--- src/rtl/add_arbiter.sv ---
// add_arbiter: round-robin sharing of a single 8-bit adder among NREQ requesters.
// Define ADD_ARB_STATS_EN to add per-requester completion counters (grant_cnt, stats_clr).
module add_arbiter #(
  parameter int NREQ        = 4,
  parameter int IDW         = 2,
  parameter int ADD_LATENCY = 1
) (
  input  logic                clk,
  input  logic                reset,
  input  logic [NREQ-1:0]     req_valid,
  input  logic [NREQ*8-1:0]   req_a,
  input  logic [NREQ*8-1:0]   req_b,
  output logic [NREQ-1:0]     req_ready,
  output logic                res_valid,
  output logic [7:0]          res_data,
  output logic [IDW-1:0]      res_id,
  input  logic                res_ready,
  output logic [7:0]          add_a,
  output logic [7:0]          add_b,
  input  logic [7:0]          add_x,
`ifdef ADD_ARB_STATS_EN
  output logic [NREQ*16-1:0]  grant_cnt,
  input  logic                stats_clr,
`endif
  output logic                busy
);

  typedef enum logic [1:0] {IDLE, WAIT, RESP} state_t;

  localparam logic [IDW:0]   NREQ_W  = (IDW+1)'(NREQ);
  localparam logic [IDW-1:0] LAST_ID = IDW'(NREQ-1);

  state_t          state;
  state_t          state_nxt;
  logic [IDW-1:0]  rr_ptr;
  logic [2:0]      wait_cnt;
  logic [NREQ-1:0] rot_valid;
  logic [IDW-1:0]  win_off;
  logic [IDW:0]    win_sum;
  logic [IDW-1:0]  win_id;
  logic            any_valid;
  logic            grant;
  logic            handshake;

  // Rotate the valid vector so bit 0 is the requester at rr_ptr; the lowest set
  // bit of the rotated view is then the round-robin winner.
  assign rot_valid = NREQ'({req_valid, req_valid} >> rr_ptr);

  always_comb begin
    win_off = '0;
    for (int j = NREQ-1; j >= 0; j--) begin
      if (rot_valid[j]) win_off = j[IDW-1:0];
    end
  end

  assign win_sum   = {1'b0, rr_ptr} + {1'b0, win_off};
  assign win_id    = (win_sum >= NREQ_W) ? IDW'(win_sum - NREQ_W) : win_sum[IDW-1:0];
  assign any_valid = |req_valid;
  assign grant     = (state == IDLE) && any_valid;
  assign handshake = (state == RESP) && res_ready;

  always_ff @(posedge clk or negedge reset) begin
    if (!reset) state <= IDLE;
    else        state <= state_nxt;
  end

  always_comb begin
    state_nxt = state;
    unique case (state)
      IDLE:    if (any_valid) state_nxt = WAIT;
      WAIT:    if (wait_cnt == '0) state_nxt = RESP;
      RESP:    if (res_ready) state_nxt = IDLE;
      default: state_nxt = IDLE;
    endcase
  end

  // Grant is gated by reset so nothing can be accepted while the block is held.
  always_comb begin
    req_ready = '0;
    if (grant && reset) req_ready[win_id] = 1'b1;
    res_valid = (state == RESP);
    busy      = (state != IDLE);
  end

  // Operands only change on a grant, so the adder inputs stay quiet otherwise.
  always_ff @(posedge clk or negedge reset) begin
    if (!reset) begin
      add_a    <= '0;
      add_b    <= '0;
      res_id   <= '0;
      res_data <= '0;
      wait_cnt <= '0;
      rr_ptr   <= '0;
    end else begin
      if (grant) begin
        add_a    <= req_a[{win_id, 3'b000} +: 8];
        add_b    <= req_b[{win_id, 3'b000} +: 8];
        res_id   <= win_id;
        wait_cnt <= 3'(ADD_LATENCY);
      end else if (state == WAIT) begin
        if (wait_cnt == '0) res_data <= add_x;
        else                wait_cnt <= wait_cnt - 3'd1;
      end
      if (handshake) rr_ptr <= (res_id == LAST_ID) ? '0 : res_id + IDW'(1);
    end
  end

`ifdef ADD_ARB_STATS_EN
  // Clear takes priority over a coinciding handshake.
  always_ff @(posedge clk or negedge reset) begin
    if (!reset) begin
      grant_cnt <= '0;
    end else if (stats_clr) begin
      grant_cnt <= '0;
    end else if (handshake && (grant_cnt[{res_id, 4'b0000} +: 16] != 16'hFFFF)) begin
      grant_cnt[{res_id, 4'b0000} +: 16] <= grant_cnt[{res_id, 4'b0000} +: 16] + 16'd1;
    end
  end
`else
  // Statistics disabled: no counters are built.
`endif

endmodule

--- config.mk ---
export PLATFORM = sky130hd
export DESIGN_NAME = add_arbiter
export DESIGN_NICKNAME = d
export VERILOG_FILES = /design/src/rtl/add_arbiter.sv
export SDC_FILE = /design/constraint.sdc
export NUM_CORES = 1
export LEC_CHECK = 0
export ABC_AREA = 1
export BUFFER_PORTS_ARGS = -buffer_cell sky130_fd_sc_hd__clkbuf_2
export CAP_MARGIN = 20
export CELL_PAD_IN_SITES_DETAIL_PLACEMENT = 0
export CELL_PAD_IN_SITES_GLOBAL_PLACEMENT = 2
export CORE_AREA = 2 2 97 99
export DETAILED_ROUTE_END_ITERATION = 10
export DIE_AREA = 0 0 99 101
export PLACE_DENSITY = 0.9
export SLEW_MARGIN = 20
export SYNTH_ARGS = -nofsm -noshare
export SYNTH_HDL_FRONTEND = slang
export SYNTH_SLANG_ARGS = --single-unit
--- constraint.sdc ---
create_clock -name clk -period 2.94 [get_ports clk]
set_clock_uncertainty 0.05 [all_clocks]
set_input_delay 0.588 -clock clk [delete_from_list [all_inputs] [get_ports clk]]
set_output_delay 0.588 -clock clk [all_outputs]
set_load 0.02 [all_outputs]
Word level (Yosys, flattened, before mapping)
Cells that the tools add are included.
- $add $sub $neg: 4
- magnitude comparators: 3
- equality and inequality tests: 7
- shift-type cells: 3
- muxes and demuxes: 16
- bitwise logic cells: 1
- reductions and logical operators: 12
- operators with widths (cell ; number):
    32-bit by 6-bit variable part select with 8-bit output ; 2
    2-bit two-way mux ; 9
    3-bit two-way mux ; 3
    8-bit by 2-bit right shift with 4-bit output ; 1
    2-bit != test (second input constant) ; 3
    2-bit case mux with 3 select lines ; 1
    3-bit AND reduction ; 2
    2-bit == test (second input constant) ; 2
    1-bit logical AND ; 4
    4-bit two-way mux ; 1
    2-bit nonzero test ; 2
    4-bit OR reduction ; 1
    2-bit by 2-bit adder with 3-bit output ; 1
    3-bit greater-or-equal comparator (second input constant) ; 1
    3-bit zero test ; 1
    2-bit by 3-bit less-than comparator with 1-bit output (second input constant) ; 1
    3-bit by 1-bit subtractor with 3-bit output (second input constant) ; 1
    2-bit by 1-bit adder with 2-bit output (second input constant) ; 1
    1-bit demux with 2-bit select ; 1
    2-bit by 1-bit == test with 1-bit output (second input constant) ; 1
    2-bit by 1-bit greater-or-equal comparator with 1-bit output (second input constant) ; 1
    2-bit zero test ; 1
    2-bit by 1-bit != test with 1-bit output (second input constant) ; 1
    2-bit AND reduction ; 1
    3 further kinds ; 3
- register bits: 33
- bits of input ports: 79

Longest topological paths before layout
Gate-level depths: netlist of run 1.
- word-level depth: 13
- mapped depth: 15
- mapped depth without buffers: 14

Worst setup path before layout of run 1
No wires, ideal clock.
- path kind: input -> output
- start point: in req_valid[1]
- end point: out req_ready[3]
- arrival time: 2.397 ns
- data required time: 2.302 ns
- path slack: -0.095 ns
- cell stages on the path: 10
- cells stage by stage: nand2_1 -> nand3_1 -> nand2_1 -> nand3_1 -> a21boi_0 -> ha_1 -> clkbuf_1 -> buf_2 -> inv_1 -> nor3_1
- word-level cells in the longest chain between the ends: 13
- ends and longest elaborated chain (element ; RTL line ; text):
    from (decl) ; 10 ; input logic [NREQ-1:0] req_valid,
    8-bit by 2-bit right shift with 4-bit output ; 47 ; assign rot_valid = NREQ'({req_valid, req_valid} >> rr_ptr);
    2-bit two-way mux (4 in series) ; 52 ; if (rot_valid[j]) win_off = j[IDW-1:0];
    2-bit by 2-bit adder with 3-bit output ; 56 ; assign win_sum = {1'b0, rr_ptr} + {1'b0, win_off};
    3-bit greater-or-equal comparator / 2-bit by 1-bit subtractor with 2-bit output (equally long branches) ; 57 ; assign win_id = (win_sum >= NREQ_W) ? IDW'(win_sum - NREQ_W) : win_sum[IDW-1:0];
    2-bit two-way mux ; 57 ;
    2-bit by 3-bit less-than comparator with 1-bit output (not written as such) / 2-bit by 1-bit greater-or-equal comparator with 1-bit output (equally long branches) ; 80 ; if (grant && reset) req_ready[win_id] = 1'b1;
    1-bit logical AND (not written as such) ; 80 ;
    1-bit two-way mux (not written as such) ; 80 ;
    1-bit demux with 2-bit select ; 80 ;
    4-bit two-way mux * ; 80 ;
    to (decl) ; 13 ; output logic [NREQ-1:0] req_ready,
Mark *: on every way between the ends. The rest lies on a longest branch, timed or not.

Worst setup path in the final report of run 1
- start point: reg rr_ptr[0]
- end point: out req_ready[1]
- word-level cells in the longest chain between the ends: 13
- ends and longest elaborated chain (element ; RTL line ; text):
    from (decl) ; 35 ; logic [IDW-1:0] rr_ptr;
    from (signal assigned) ; 104 ; if (handshake) rr_ptr <= (res_id == LAST_ID) ? '0 : res_id + IDW'(1);
    8-bit by 2-bit right shift with 4-bit output ; 47 ;
    2-bit two-way mux (4 in series) ; 52 ;
    2-bit by 2-bit adder with 3-bit output * ; 56 ;
    3-bit greater-or-equal comparator / 2-bit by 1-bit subtractor with 2-bit output (equally long branches) ; 57 ;
    2-bit two-way mux * ; 57 ;
    2-bit by 3-bit less-than comparator with 1-bit output (not written as such) / 2-bit by 1-bit greater-or-equal comparator with 1-bit output (equally long branches) ; 80 ;
    1-bit logical AND (not written as such) ; 80 ;
    1-bit two-way mux (not written as such) ; 80 ;
    1-bit demux with 2-bit select * ; 80 ;
    4-bit two-way mux * ; 80 ;
Marked as above.

==> impl_metrics.prom, run 1 <==
# TYPE chip_impl_metric gauge
chip_impl_metric{name="grt-ovfl-total",unit=""} 0
chip_impl_metric{name="finalHoldWorstSlack",unit="ns"} 0.313
chip_impl_metric{name="route.detailed.drc",unit=""} 0
chip_impl_info{name="timing.critical_path.from_type",value="flip-flop"} 1
chip_impl_metric{name="dpl.cell_count",unit=""} 466
chip_impl_metric{name="groute.usage.overall",unit="%"} 12.0
chip_impl_metric{name="synthDominantCellAreaShare",unit="%"} 38.0
chip_impl_metric{name="p_int",unit="µW"} 2170
chip_impl_metric{name="dieArea",unit="µm²"} 10000
chip_impl_metric{name="start_util",unit="%"} 24.2
chip_impl_info{name="synth.largest_area_cell",value="dfrtp_1"} 1
chip_impl_metric{name="clkSinkCount",unit=""} 33
chip_impl_metric{name="max_clock_freq",unit="MHz"} 353
chip_impl_metric{name="fin_util",unit="%"} 33.8
chip_impl_metric{name="path_clk_slew",unit="ns"} 0.07
chip_impl_metric{name="via_count",unit=""} 2070
chip_impl_metric{name="htree_num_levels",unit=""} 2
chip_impl_metric{name="finalNonFillerCells",unit=""} 478
chip_impl_metric{name="path_max_fanout",unit=""} 7
chip_impl_metric{name="p_per_area",unit="nW/µm²"} 1440
chip_impl_metric{name="r2r.worst_path.cells",unit=""} 13
chip_impl_metric{name="final_cell_area",unit="µm²"} 3040
chip_impl_info{name="dominantRegCellSynth",value="dfrtp_1"} 1
chip_impl_metric{name="maxCapViolCount",unit=""} 0
chip_impl_metric{name="clock_network_power_share",unit="%"} 7.6
chip_impl_metric{name="die-height",unit="µm"} 101
chip_impl_metric{name="critical_path_required",unit="ns"} 2.30
chip_impl_metric{name="tightestPinTransition",unit="ns"} 0.430
chip_impl_metric{name="wire_length_of_the_first_global_routing_pass",unit="mm"} 9.53
chip_impl_metric{name="finalWorstPathRequiredPeriod",unit="ns"} 2.83
chip_impl_info{name="synth_common_cells",value="nand2_1, nand3_1, dfrtp_1"} 1
chip_impl_metric{name="number_of_global_route_vias_before_repair",unit=""} 2005
chip_impl_metric{name="yosysWarningCount",unit=""} 0
chip_impl_metric{name="timing_hold_violations_final",unit=""} 0
chip_impl_metric{name="placementRows",unit=""} 35
chip_impl_metric{name="min_period_over_period",unit="%"} 96.4
chip_impl_metric{name="syn-num-nets",unit=""} 330
chip_impl_info{name="hold_class",value="in -> async"} 1
chip_impl_info{name="top_cells_by_area_in_the_synthesized_netlist",value="dfrtp_1, mux2i_1, nand2_1, nand3_1, mux2_2"} 1
chip_impl_metric{name="clk_latency",unit="ns"} 0.28
chip_impl_metric{name="io_buffers",unit=""} 110
chip_impl_metric{name="grt_start_max_net_pins",unit=""} 34
chip_impl_info{name="worstSetupPathType",value="reg -> out"} 1
chip_impl_info{name="tritoncts",value="yes"} 1
chip_impl_metric{name="timing.setup.tns",unit="ns"} 0
chip_impl_metric{name="crit_arrival",unit="ns"} 2.20
chip_impl_metric{name="synthesis.area_per_instance",unit="µm²"} 8.84
chip_impl_metric{name="via_per_inst",unit=""} 4.33
chip_impl_metric{name="placeableCoreArea",unit="µm²"} 8980
chip_impl_metric{name="cts_inserted_buffers",unit=""} 5
chip_impl_metric{name="seqPwrFrac",unit="%"} 19.5
chip_impl_metric{name="synth_seq_cells",unit=""} 33
chip_impl_metric{name="power.net_switching",unit="µW"} 2200
chip_impl_metric{name="yosysUniqueCellTypes",unit=""} 28
chip_impl_info{name="critical_path.reg2reg.startpoint",value="rr_ptr[0]"} 1
chip_impl_info{name="setup.worst_path.end_class",value="output port"} 1
chip_impl_metric{name="dp_hpwl",unit="mm"} 4.59
chip_impl_metric{name="synth_area",unit="µm²"} 2170
chip_impl_metric{name="chipWidth",unit="µm"} 99
chip_impl_metric{name="post_synth_edffs",unit=""} 0
chip_impl_info{name="run_status",value="finished clean"} 1
chip_impl_metric{name="postPlaceCellArea",unit="µm²"} 2880
chip_impl_metric{name="detailedRoute.firstIterationViolations",unit=""} 79
chip_impl_metric{name="antenna-diode-count",unit=""} 0
chip_impl_metric{name="comb_power_share",unit="%"} 72.9
chip_impl_metric{name="max-slew-margin-rel",unit="%"} 71.2
chip_impl_metric{name="power.static_leakage",unit="µW"} 0.00165
chip_impl_metric{name="ios",unit=""} 111
chip_impl_metric{name="antenna_found_initial",unit=""} 0
chip_impl_metric{name="final_layout_size_suffix_gt1_share",unit="%"} 47.7
chip_impl_metric{name="synth.yosys.seq_area_share",unit="%"} 38.0
chip_impl_metric{name="slew_viol_final",unit=""} 0
chip_impl_metric{name="worst-r2r-setup-slack",unit="ns"} 0.67
chip_impl_metric{name="route.antenna.remaining_nets",unit=""} 0
chip_impl_metric{name="postSynthCellCount",unit=""} 246
chip_impl_metric{name="worst_case_vdd_ir_drop",unit="mV"} 0.589
chip_impl_metric{name="switching_share",unit="%"} 50.4
chip_impl_info{name="synth_most_common_cell",value="nand2_1"} 1
chip_impl_metric{name="synthToLayoutAreaGrowth",unit="%"} 39.6
chip_impl_metric{name="post_cts_hold_buffer_count",unit=""} 0
chip_impl_metric{name="fillerInstances",unit=""} 934
chip_impl_info{name="r2r_end",value="add_a[1]"} 1
chip_impl_metric{name="net_total_in_the_final_layout",unit=""} 450
chip_impl_metric{name="async_flop_share",unit="%"} 100
chip_impl_metric{name="wl_final",unit="mm"} 5.78
chip_impl_info{name="cts-root-buf",value="clkbuf_8"} 1
chip_impl_metric{name="drt_first_pass_iters",unit=""} 4
chip_impl_metric{name="ctsLongestPathBuffers",unit=""} 2
chip_impl_metric{name="routed_wire_length_per_instance",unit="µm"} 12.1
chip_impl_metric{name="finalSetupViolCount",unit=""} 0
chip_impl_metric{name="final_wtd_congestion",unit=""} 0.896
## worst max-delay path: stages (launching register included)
cell,delay [ns]
dfrtp_2,0.45
inv_2,0.09
nand2_1,0.07
nand3_1,0.11
nand3_1,0.11
a21boi_2,0.20
ha_4,0.18
xor2_4,0.19
inv_2,0.06
nand3_4,0.11
nand2_8,0.07
nor3_2,0.09
clkbuf_2,0.18
## through the flow
stage / setup WS, ns / power (µW)
2_1_floorplan: 0.00452 / 3210
3_3_place_gp: 0.0569 / 3930
3_5_place_dp: 0.0193 / 3970
4_1_cts: 0.0251 / 4360
5_1_grt: -0.0193 / 4800
6_report: 0.106 / 4370
## registers in the layout (all words and copies together) (netlist names)
signal / cells
add_a: 8
add_b: 8
res_data: 8
res_id: 2
rr_ptr: 2
state: 2
wait_cnt: 3
## power by group through the flow
stage	Clock, µW	Combinational, µW	Sequential (µW)
finish	332	3190	851
global placement	0	3070	855
global route	385	3530	885
floorplan	0	2150	1060
detailed placement	0	3110	865
CTS	357	3140	867
## cell type report
| cell class | instances | area [µm²] | area share [%] |
|---|---|---|---|
| Tap cell | 111 | 139 | 4.58 |
| Timing Repair Buffer | 123 | 666 | 21.9 |
| Clock buffer | 5 | 68.8 | 2.27 |
| Sequential cell | 33 | 828 | 27.3 |
| Clock inverter | 3 | 17.5 | 0.577 |
| Multi-Input combinational cell | 189 | 1260 | 41.5 |
| Inverter | 14 | 55.1 | 1.81 |
## kinds of logic after synthesis
| logic type | synth area share, % |
|---|---|
| buffers and inverters | 5.75 |
| DFF | 38.0 |
| xor gates and xnor gates | 0.748 |
| muxes | 18.9 |
| AOI/OAI and AO/OA | 2.01 |
| adders and majority gates | 2.88 |
| and+or+nand+nor | 31.8 |
## worst max path at each step
stage                       startpoint      endpoint  cells after the start
after global routing         rr_ptr[0]  req_ready[0]                     12
after global placement    req_valid[1]  req_ready[2]                     13
after detailed placement  req_valid[1]  req_ready[2]                     13
final                        rr_ptr[0]  req_ready[1]                     12
after floorplan           req_valid[1]  req_ready[2]                     11
after CTS                    rr_ptr[0]  req_ready[2]                     12
## routing by layer
metal  part of all wire (%)  routed length, µm  global-route usage (%)  up-vias
met4                    1.3                 73                    3.16        0
met3                    6.7                386                    3.12        6
met2                     50               2880                    20.5       75
met1                     42               2440                    15.0      931
li1                       -                  -                       -     1058
met5                      0                  0                       0        -
## repair_timing
item                       CTS  global route
resized for setup            6             6
buffers inserted             0             4
setup endpoints to repair    4             4
gates cloned                 0             0
hold endpoints to repair     0             0
pin swaps                    1             2
## layout by cell type (no fill, tap or decap), types with 8 or more instances in the layout
master    count
buf_4        14
clkbuf_2    108
dfrtp_1      31
inv_1         8
mux2_2        8
mux2i_1      32
nand2_1      68
nand2_2      10
nand3_1      36
nand3_2       8
Note: power is estimated with default switching activity, not from simulation.
==> run 2, diff against run 1 <==
--- a/config.mk
+++ b/config.mk
@@ -10,10 +10,10 @@
 export CAP_MARGIN = 20
 export CELL_PAD_IN_SITES_DETAIL_PLACEMENT = 0
 export CELL_PAD_IN_SITES_GLOBAL_PLACEMENT = 2
-export CORE_AREA = 2 2 97 99
+export CORE_AREA = 2 2 107 83
 export DETAILED_ROUTE_END_ITERATION = 10
-export DIE_AREA = 0 0 99 101
-export PLACE_DENSITY = 0.9
+export DIE_AREA = 0 0 109 85
+export PLACE_DENSITY = 0.95
 export SLEW_MARGIN = 20
 export SYNTH_ARGS = -nofsm -noshare
 export SYNTH_HDL_FRONTEND = slang
==> constraint.sdc (replaced) <==
create_clock -name clk -period 3.6 [get_ports clk]
set_clock_uncertainty 0.05 [all_clocks]
set_input_delay 0.72 -clock clk [delete_from_list [all_inputs] [get_ports clk]]
set_output_delay 0.72 -clock clk [all_outputs]
set_load 0.02 [all_outputs]
==> run 2 against run 1 <==
Effect of this change:
- count of clock-buffer cells in the layout stayed put
- non-clock buffer count fell by 6
- sequential power fell by 18%
- register-to-register slack gained 0.36 ns
- sequential cell count is the same
- global-route usage increased by 0.58 points
- die area fell by 7.3%
- wire length down 1.2%
- critical path depth rose by 1
- via count up 0.29%
- critical path type unchanged
- critical endpoint is now req_ready[2]
- highest routed layer unchanged
==> impl_metrics.prom, run 2 (same netlist as run 1, synthesis figures left out) <==
# TYPE chip_impl_metric gauge
chip_impl_metric{name="dieArea",unit="µm²"} 9270
chip_impl_metric{name="wl_final",unit="mm"} 5.71
chip_impl_metric{name="met2_length",unit="mm"} 2.50
chip_impl_metric{name="groute.usage.overall",unit="%"} 12.6
chip_impl_metric{name="via_per_inst",unit=""} 4.43
chip_impl_metric{name="post_cts.resized_instances",unit=""} 0
chip_impl_metric{name="wire_length_of_the_first_global_routing_pass",unit="mm"} 9.19
chip_impl_metric{name="finalWorstPathRequiredPeriod",unit="ns"} 3.30
chip_impl_info{name="run_status",value="finished clean"} 1
chip_impl_metric{name="maxCapViolCount",unit=""} 0
chip_impl_metric{name="ios",unit=""} 111
chip_impl_metric{name="finalNonFillerCells",unit=""} 469
chip_impl_metric{name="p_per_area",unit="nW/µm²"} 1180
chip_impl_info{name="timing.critical_path.from_type",value="flip-flop"} 1
chip_impl_metric{name="routed_wire_length_per_instance",unit="µm"} 12.2
chip_impl_metric{name="critical_path_required",unit="ns"} 2.83
chip_impl_info{name="cp-endpoint",value="req_ready[2]"} 1
chip_impl_info{name="tritoncts",value="yes"} 1
chip_impl_metric{name="number_of_global_route_vias_before_repair",unit=""} 2018
chip_impl_metric{name="antenna_found_initial",unit=""} 0
chip_impl_metric{name="power.static_leakage",unit="µW"} 0.00163
chip_impl_info{name="r2r_end",value="add_b[5]"} 1
chip_impl_metric{name="dpl.cell_count",unit=""} 461
chip_impl_metric{name="finalPower",unit="µW"} 3520
chip_impl_metric{name="min_period_over_period",unit="%"} 91.6
chip_impl_metric{name="finalSetupViolCount",unit=""} 0
chip_impl_metric{name="met3_wirelength",unit="µm"} 479
chip_impl_metric{name="max-slew-margin-rel",unit="%"} 65.7
chip_impl_metric{name="route.antenna.remaining_nets",unit=""} 0
chip_impl_info{name="rsz_0062_raised_after_global_routing",value="no"} 1
chip_impl_metric{name="pre_cts_slack",unit="ns"} 0.332
chip_impl_metric{name="chipWidth",unit="µm"} 109
chip_impl_metric{name="worst-r2r-setup-slack",unit="ns"} 1.03
chip_impl_metric{name="path_max_fanout",unit=""} 8
chip_impl_info{name="setup.worst_path.end_class",value="output port"} 1
chip_impl_metric{name="ctsLongestPathBuffers",unit=""} 2
chip_impl_metric{name="final_layout_size_suffix_gt1_share",unit="%"} 45.4
chip_impl_metric{name="r2r.worst_path.cells",unit=""} 12
chip_impl_metric{name="post-route-worst-setup-slack",unit="ns"} 0.303
chip_impl_metric{name="io_buffers",unit=""} 110
chip_impl_metric{name="grt_start_max_net_pins",unit=""} 34
chip_impl_metric{name="post_cts_hold_buffer_count",unit=""} 0
chip_impl_metric{name="crit_arrival",unit="ns"} 2.53
chip_impl_metric{name="placeableCoreArea",unit="µm²"} 8240
chip_impl_metric{name="routedLengthMet1",unit="mm"} 2.69
chip_impl_metric{name="dp_hpwl",unit="mm"} 4.41
chip_impl_metric{name="final_cell_area",unit="µm²"} 2980
chip_impl_metric{name="synthToLayoutAreaGrowth",unit="%"} 36.9
chip_impl_metric{name="cts_setup_buffers",unit=""} 0
chip_impl_metric{name="final_wtd_congestion",unit=""} 0.781
chip_impl_metric{name="htree_num_levels",unit=""} 2
chip_impl_info{name="layout.cells.most_common",value="clkbuf_2"} 1
chip_impl_metric{name="clk_latency",unit="ns"} 0.28
chip_impl_metric{name="placementRows",unit=""} 29
chip_impl_metric{name="via_count",unit=""} 2076
chip_impl_metric{name="drt_first_pass_iters",unit=""} 4
chip_impl_info{name="launching_element_of_the_worst_setup_path",value="rr_ptr[0]"} 1
chip_impl_metric{name="worst_case_vdd_ir_drop",unit="mV"} 0.472
chip_impl_metric{name="tightestPinTransition",unit="ns"} 0.515
chip_impl_info{name="hold_class",value="reg -> reg"} 1
chip_impl_metric{name="grt-ovfl-total",unit=""} 0
chip_impl_metric{name="fillerInstances",unit=""} 857
chip_impl_metric{name="timing.setup.tns",unit="ns"} 0
chip_impl_info{name="critical_path.reg2reg.startpoint",value="rr_ptr[0]"} 1
chip_impl_metric{name="route.detailed.drc",unit=""} 0
chip_impl_info{name="cts-root-buf",value="clkbuf_8"} 1
chip_impl_metric{name="path_clk_slew",unit="ns"} 0.07
chip_impl_metric{name="slew_viol_final",unit=""} 0
chip_impl_info{name="worstSetupPathType",value="reg -> out"} 1
chip_impl_metric{name="die-height",unit="µm"} 85
chip_impl_metric{name="clkSinkCount",unit=""} 33
chip_impl_metric{name="cts_inserted_buffers",unit=""} 5
chip_impl_info{name="largest_registers",value="add_a x8, add_b x8, res_data x8"} 1
chip_impl_metric{name="timing_hold_violations_final",unit=""} 0
chip_impl_metric{name="start_util",unit="%"} 26.4
chip_impl_metric{name="detailedRoute.firstIterationViolations",unit=""} 63
chip_impl_info{name="top_signal_layer_used",value="met4"} 1
chip_impl_metric{name="antenna-diode-count",unit=""} 0
chip_impl_metric{name="max_clock_freq",unit="MHz"} 303
chip_impl_info{name="most_frequent_cells_in_the_layout",value="clkbuf_2, nand2_1, nand3_1, dfrtp_1, mux2i_1"} 1
chip_impl_metric{name="postPlaceCellArea",unit="µm²"} 2840
chip_impl_metric{name="net_total_in_the_final_layout",unit=""} 444
-- run 2: per-layer routing --
layer	GRT usage (%)	up-vias
li1	-	1047
met1	16.6	942
met2	20.3	82
met3	3.76	5
met4	2.80	0
met5	0	-
-- run 2: layout make-up --
cell class | instances | area (µm²) | share of cell area [%]
multi-input cells | 189 | 1230 | 41.2
flip-flops and latches | 33 | 826 | 27.7
clock inverters | 3 | 65.1 | 2.19
inverters | 14 | 52.6 | 1.77
clock buffers | 5 | 68.8 | 2.31
repair buffers | 117 | 603 | 20.3
well taps | 108 | 135 | 4.54
-- run 2: worst min path at each step --
stage / start / endpoint / cells past startpoint
floorplan: reset / add_a[0] / 0
global placement: add_a[3] / add_a[3] / 2
detailed placement: add_b[2] / add_b[2] / 2
CTS: add_b[2] / add_b[2] / 2
global route: add_a[4] / add_a[4] / 2
finish: add_b[2] / add_b[2] / 2
-- run 2: report_power, final --
group          total [µW]  switching (µW)  internal, µW
sequential            697             127           570
combinational        2400            1470           930
clock                 416             141           275
-- run 2: stage by stage --
step	utilization [%]	hold slack (ns)
after detailed placement	34.5	0.415
after global routing	36.1	0.459
after CTS	36.1	0.436
after floorplan	-	0.374
after global placement	34.5	0.411
final	36.1	0.433
-- run 2: critical path, stage by stage, from the launching register on --
cell and delay, ns:
dfrtp_1 0.51, inv_2 0.09, nand2_1 0.09, nand3_1 0.07
nand2_1 0.14, nand3_1 0.09, a21boi_0 0.26, ha_2 0.25
xor2_2 0.22, nand2_4 0.10, nand2_8 0.07, inv_2 0.04
nor3_1 0.12, clkbuf_2 0.20
==> run 3, diff against run 2 <==
--- a/config.mk
+++ b/config.mk
@@ -10,10 +10,10 @@
 export CAP_MARGIN = 20
 export CELL_PAD_IN_SITES_DETAIL_PLACEMENT = 0
 export CELL_PAD_IN_SITES_GLOBAL_PLACEMENT = 2
-export CORE_AREA = 2 2 107 83
+export CORE_AREA = 2 2 111 86
 export DETAILED_ROUTE_END_ITERATION = 10
-export DIE_AREA = 0 0 109 85
-export PLACE_DENSITY = 0.95
+export DIE_AREA = 0 0 113 88
+export PLACE_DENSITY = 0.91
 export SLEW_MARGIN = 20
 export SYNTH_ARGS = -nofsm -noshare
 export SYNTH_HDL_FRONTEND = slang
==> constraint.sdc (replaced) <==
create_clock -name clk -period 3.7 [get_ports clk]
set_clock_uncertainty 0.05 [all_clocks]
set_input_delay 0.74 -clock clk [delete_from_list [all_inputs] [get_ports clk]]
set_output_delay 0.74 -clock clk [all_outputs]
set_load 0.02 [all_outputs]
==> run 3 against run 2 <==
Effect of this change:
- the run now ends with DRC left
- sequential share of layout area shrank 0.46 points
- count of clock-buffer cells in the layout is the same
- wire length grew 0.47%
- global-route usage shrank 0.81 points
- combinational power shrank 3%
- first-iteration DRC count grew 11%
- die area grew 7.3%
- sequential cell count is the same
- core utilization shrank 1.9 points
- hold slack lost 0.0022 ns
==> impl_metrics.prom, run 3 (same netlist as run 1, synthesis figures left out) <==
# TYPE chip_impl_metric gauge
chip_impl_info{name="hold_end",value="add_a[2]"} 1
chip_impl_metric{name="path_clk_slew",unit="ns"} 0.05
chip_impl_metric{name="maxCapViolCount",unit=""} 0
chip_impl_metric{name="placementRows",unit=""} 30
chip_impl_metric{name="finalNonFillerCells",unit=""} 472
chip_impl_metric{name="timing.setup.tns",unit="ns"} 0
chip_impl_metric{name="routed_wire_length_per_instance",unit="µm"} 12.1
chip_impl_metric{name="net_total_in_the_final_layout",unit=""} 443
chip_impl_metric{name="switching_share",unit="%"} 48.4
chip_impl_metric{name="cts_setup_buffers",unit=""} 0
chip_impl_metric{name="start_util",unit="%"} 24.5
chip_impl_metric{name="finalSetupViolCount",unit=""} 0
chip_impl_info{name="setup.worst_path.end_class",value="output port"} 1
chip_impl_metric{name="min_period_over_period",unit="%"} 92.6
chip_impl_metric{name="post_cts_hold_buffer_count",unit=""} 0
chip_impl_metric{name="clock_network_power_share",unit="%"} 15.2
chip_impl_info{name="r2r_end",value="add_b[7]"} 1
chip_impl_metric{name="groute.usage.overall",unit="%"} 11.8
chip_impl_metric{name="power.net_switching",unit="µW"} 1720
chip_impl_metric{name="route.detailed.drc",unit=""} 7
chip_impl_metric{name="antenna_found_initial",unit=""} 0
chip_impl_metric{name="clkSinkCount",unit=""} 33
chip_impl_metric{name="dpl.cell_count",unit=""} 464
chip_impl_metric{name="hold-path-cell-count",unit=""} 2
chip_impl_info{name="run_status",value="finished, violations left"} 1
chip_impl_info{name="cts-root-buf",value="clkbuf_16"} 1
chip_impl_metric{name="detailedRoute.firstIterationViolations",unit=""} 70
chip_impl_metric{name="slew_viol_final",unit=""} 0
chip_impl_info{name="timing.critical_path.from_type",value="input pin"} 1
chip_impl_metric{name="clk_latency",unit="ns"} 0.27
chip_impl_metric{name="ios",unit=""} 111
chip_impl_info{name="violated_checks",value="DRC"} 1
chip_impl_metric{name="path_max_fanout",unit=""} 19
chip_impl_metric{name="dp_hpwl",unit="mm"} 4.31
chip_impl_metric{name="via_count",unit=""} 2079
chip_impl_metric{name="placeableCoreArea",unit="µm²"} 8860
chip_impl_metric{name="critical_path_required",unit="ns"} 2.91
chip_impl_metric{name="worst_case_vdd_ir_drop",unit="mV"} 0.494
chip_impl_metric{name="via_per_inst",unit=""} 4.40
chip_impl_metric{name="grt_start_max_net_pins",unit=""} 34
chip_impl_metric{name="grt-ovfl-total",unit=""} 0
chip_impl_metric{name="number_of_global_route_vias_before_repair",unit=""} 1933
chip_impl_info{name="largest_registers",value="add_a x8, add_b x8, res_data x8"} 1
chip_impl_metric{name="chipWidth",unit="µm"} 113
chip_impl_metric{name="die-height",unit="µm"} 88
chip_impl_info{name="layout.cells.most_common",value="clkbuf_2"} 1
chip_impl_metric{name="final_layout_size_suffix_gt1_share",unit="%"} 45.6
chip_impl_metric{name="final_wtd_congestion",unit=""} 0.786
chip_impl_metric{name="dieArea",unit="µm²"} 9940
chip_impl_metric{name="timing_hold_violations_final",unit=""} 0
chip_impl_info{name="critical_path.top_delay_family",value="simple AND/OR/NAND/NOR gates"} 1
chip_impl_metric{name="wire_length_of_the_first_global_routing_pass",unit="mm"} 9.29
chip_impl_metric{name="post_cts.resized_instances",unit=""} 0
chip_impl_metric{name="finalWorstPathRequiredPeriod",unit="ns"} 3.43
chip_impl_metric{name="route.antenna.remaining_nets",unit=""} 0
chip_impl_metric{name="fin_util",unit="%"} 34.2
chip_impl_metric{name="ctsLongestPathBuffers",unit=""} 2
chip_impl_info{name="worstSetupPathType",value="in -> out"} 1
chip_impl_metric{name="critical_path_buffer_and_inverter_count",unit=""} 3
chip_impl_metric{name="worst-r2r-setup-slack",unit="ns"} 1.17
chip_impl_info{name="rsz_0062_raised_after_global_routing",value="no"} 1
chip_impl_metric{name="comb_power_share",unit="%"} 65.6
chip_impl_info{name="hold_class",value="reg -> reg"} 1
chip_impl_info{name="most_frequent_cells_in_the_layout",value="clkbuf_2, nand2_1, nand3_1, mux2i_1, dfrtp_1"} 1
chip_impl_metric{name="p_per_area",unit="nW/µm²"} 1170
chip_impl_info{name="slowest_library_cell_on_the_worst_path",value="a21boi_0"} 1
chip_impl_metric{name="synthToLayoutAreaGrowth",unit="%"} 39.4
chip_impl_metric{name="r2r.worst_path.cells",unit=""} 11
chip_impl_metric{name="crit_arrival",unit="ns"} 2.64
chip_impl_metric{name="critical_path.max_stage_delay",unit="ns"} 0.27
chip_impl_metric{name="max-slew-margin-rel",unit="%"} 65.2
chip_impl_metric{name="seqPwrFrac",unit="%"} 19.1
chip_impl_metric{name="max_clock_freq",unit="MHz"} 292
chip_impl_metric{name="htree_num_levels",unit=""} 2
chip_impl_metric{name="tightestPinTransition",unit="ns"} 0.522
chip_impl_metric{name="p_int",unit="µW"} 1830
chip_impl_metric{name="wl_final",unit="mm"} 5.73
chip_impl_metric{name="antenna-diode-count",unit=""} 0
chip_impl_metric{name="power.static_leakage",unit="µW"} 0.00165
chip_impl_info{name="tritoncts",value="yes"} 1
chip_impl_info{name="min_from",value="add_a[2]"} 1
chip_impl_info{name="timing.critical_path.cells",value="clkbuf_2, nand2_1, nand3_1, nand2_1, nand3_1, a21boi_0, ha_2, xor2_2, nand2_4, nand2_8, inv_2, nor3_1, clkbuf_2"} 1
chip_impl_metric{name="cts_inserted_buffers",unit=""} 5
chip_impl_info{name="critical_path.reg2reg.startpoint",value="rr_ptr[1]"} 1
chip_impl_metric{name="drt_first_pass_iters",unit=""} 7
chip_impl_metric{name="io_buffers",unit=""} 110
run 3: changes by cell type in the layout (fill, tap and decap cells not counted):
cell / delta
buf_4: -1
dfrtp_1: -1
clkbuf_8: -5
dfrtp_2: +1
clkbuf_16: +5
run 3: power groups by stage:
stage / Sequential, µW / Combinational (µW) / Clock, µW
5_1_grt: 705 / 2600 / 569
3_3_place_gp: 680 / 2340 / 0
6_report: 679 / 2330 / 540
2_1_floorplan: 843 / 1700 / 0
3_5_place_dp: 681 / 2380 / 0
4_1_cts: 680 / 2380 / 554
run 3: layout make-up:
cell class,instances,area (µm²)
Clock buffer,5,125
Clock inverter,3,65.1
Fill cell,926,5830
Inverter,14,52.6
Multi-Input combinational cell,189,1230
Sequential cell,33,827
Tap cell,112,140
Timing Repair Buffer,116,596
run 3: routing by layer:
metal  global-route usage [%]  wire length [µm]
met1                     15.8              2730
met2                     19.0              2530
met3                     3.39               445
met4                     2.66                31
met5                        0                 0
run 3: worst register-to-register path, stage by stage, from the launching register on:
cell      delay (ns)
dfrtp_1         0.47
inv_2           0.13
nand3_1         0.08
nand2_1         0.12
nand3_1         0.08
a21boi_0        0.27
ha_2            0.22
buf_4           0.44
mux2i_1         0.31
nand3_1         0.11
nand3_2         0.09
nand2_1         0.05
run 3: worst max-delay path by stage:
stage                  from            to  slack, ns  cells past startpoint
2_1_floorplan  req_valid[1]  req_ready[3]       0.36                     10
6_report       req_valid[3]  req_ready[3]       0.27                     13
3_3_place_gp   req_valid[1]  req_ready[3]       0.32                     13
3_5_place_dp   req_valid[3]  req_ready[2]       0.27                     13
5_1_grt        req_valid[3]  req_ready[2]       0.04                     13
4_1_cts           rr_ptr[0]  req_ready[3]       0.23                     13
run 3: per-stage QoR:
stage | hold WS, ns | worst slack (ns) | total power (µW) | area (µm²)
floorplan | 0.394 | 0.361 | 2540 | 2170
global placement | 0.415 | 0.323 | 3020 | 2840
detailed placement | 0.414 | 0.270 | 3070 | 2840
CTS | 0.435 | 0.233 | 3620 | 3030
global route | 0.450 | 0.0402 | 3870 | 3030
finish | 0.431 | 0.275 | 3550 | 3030
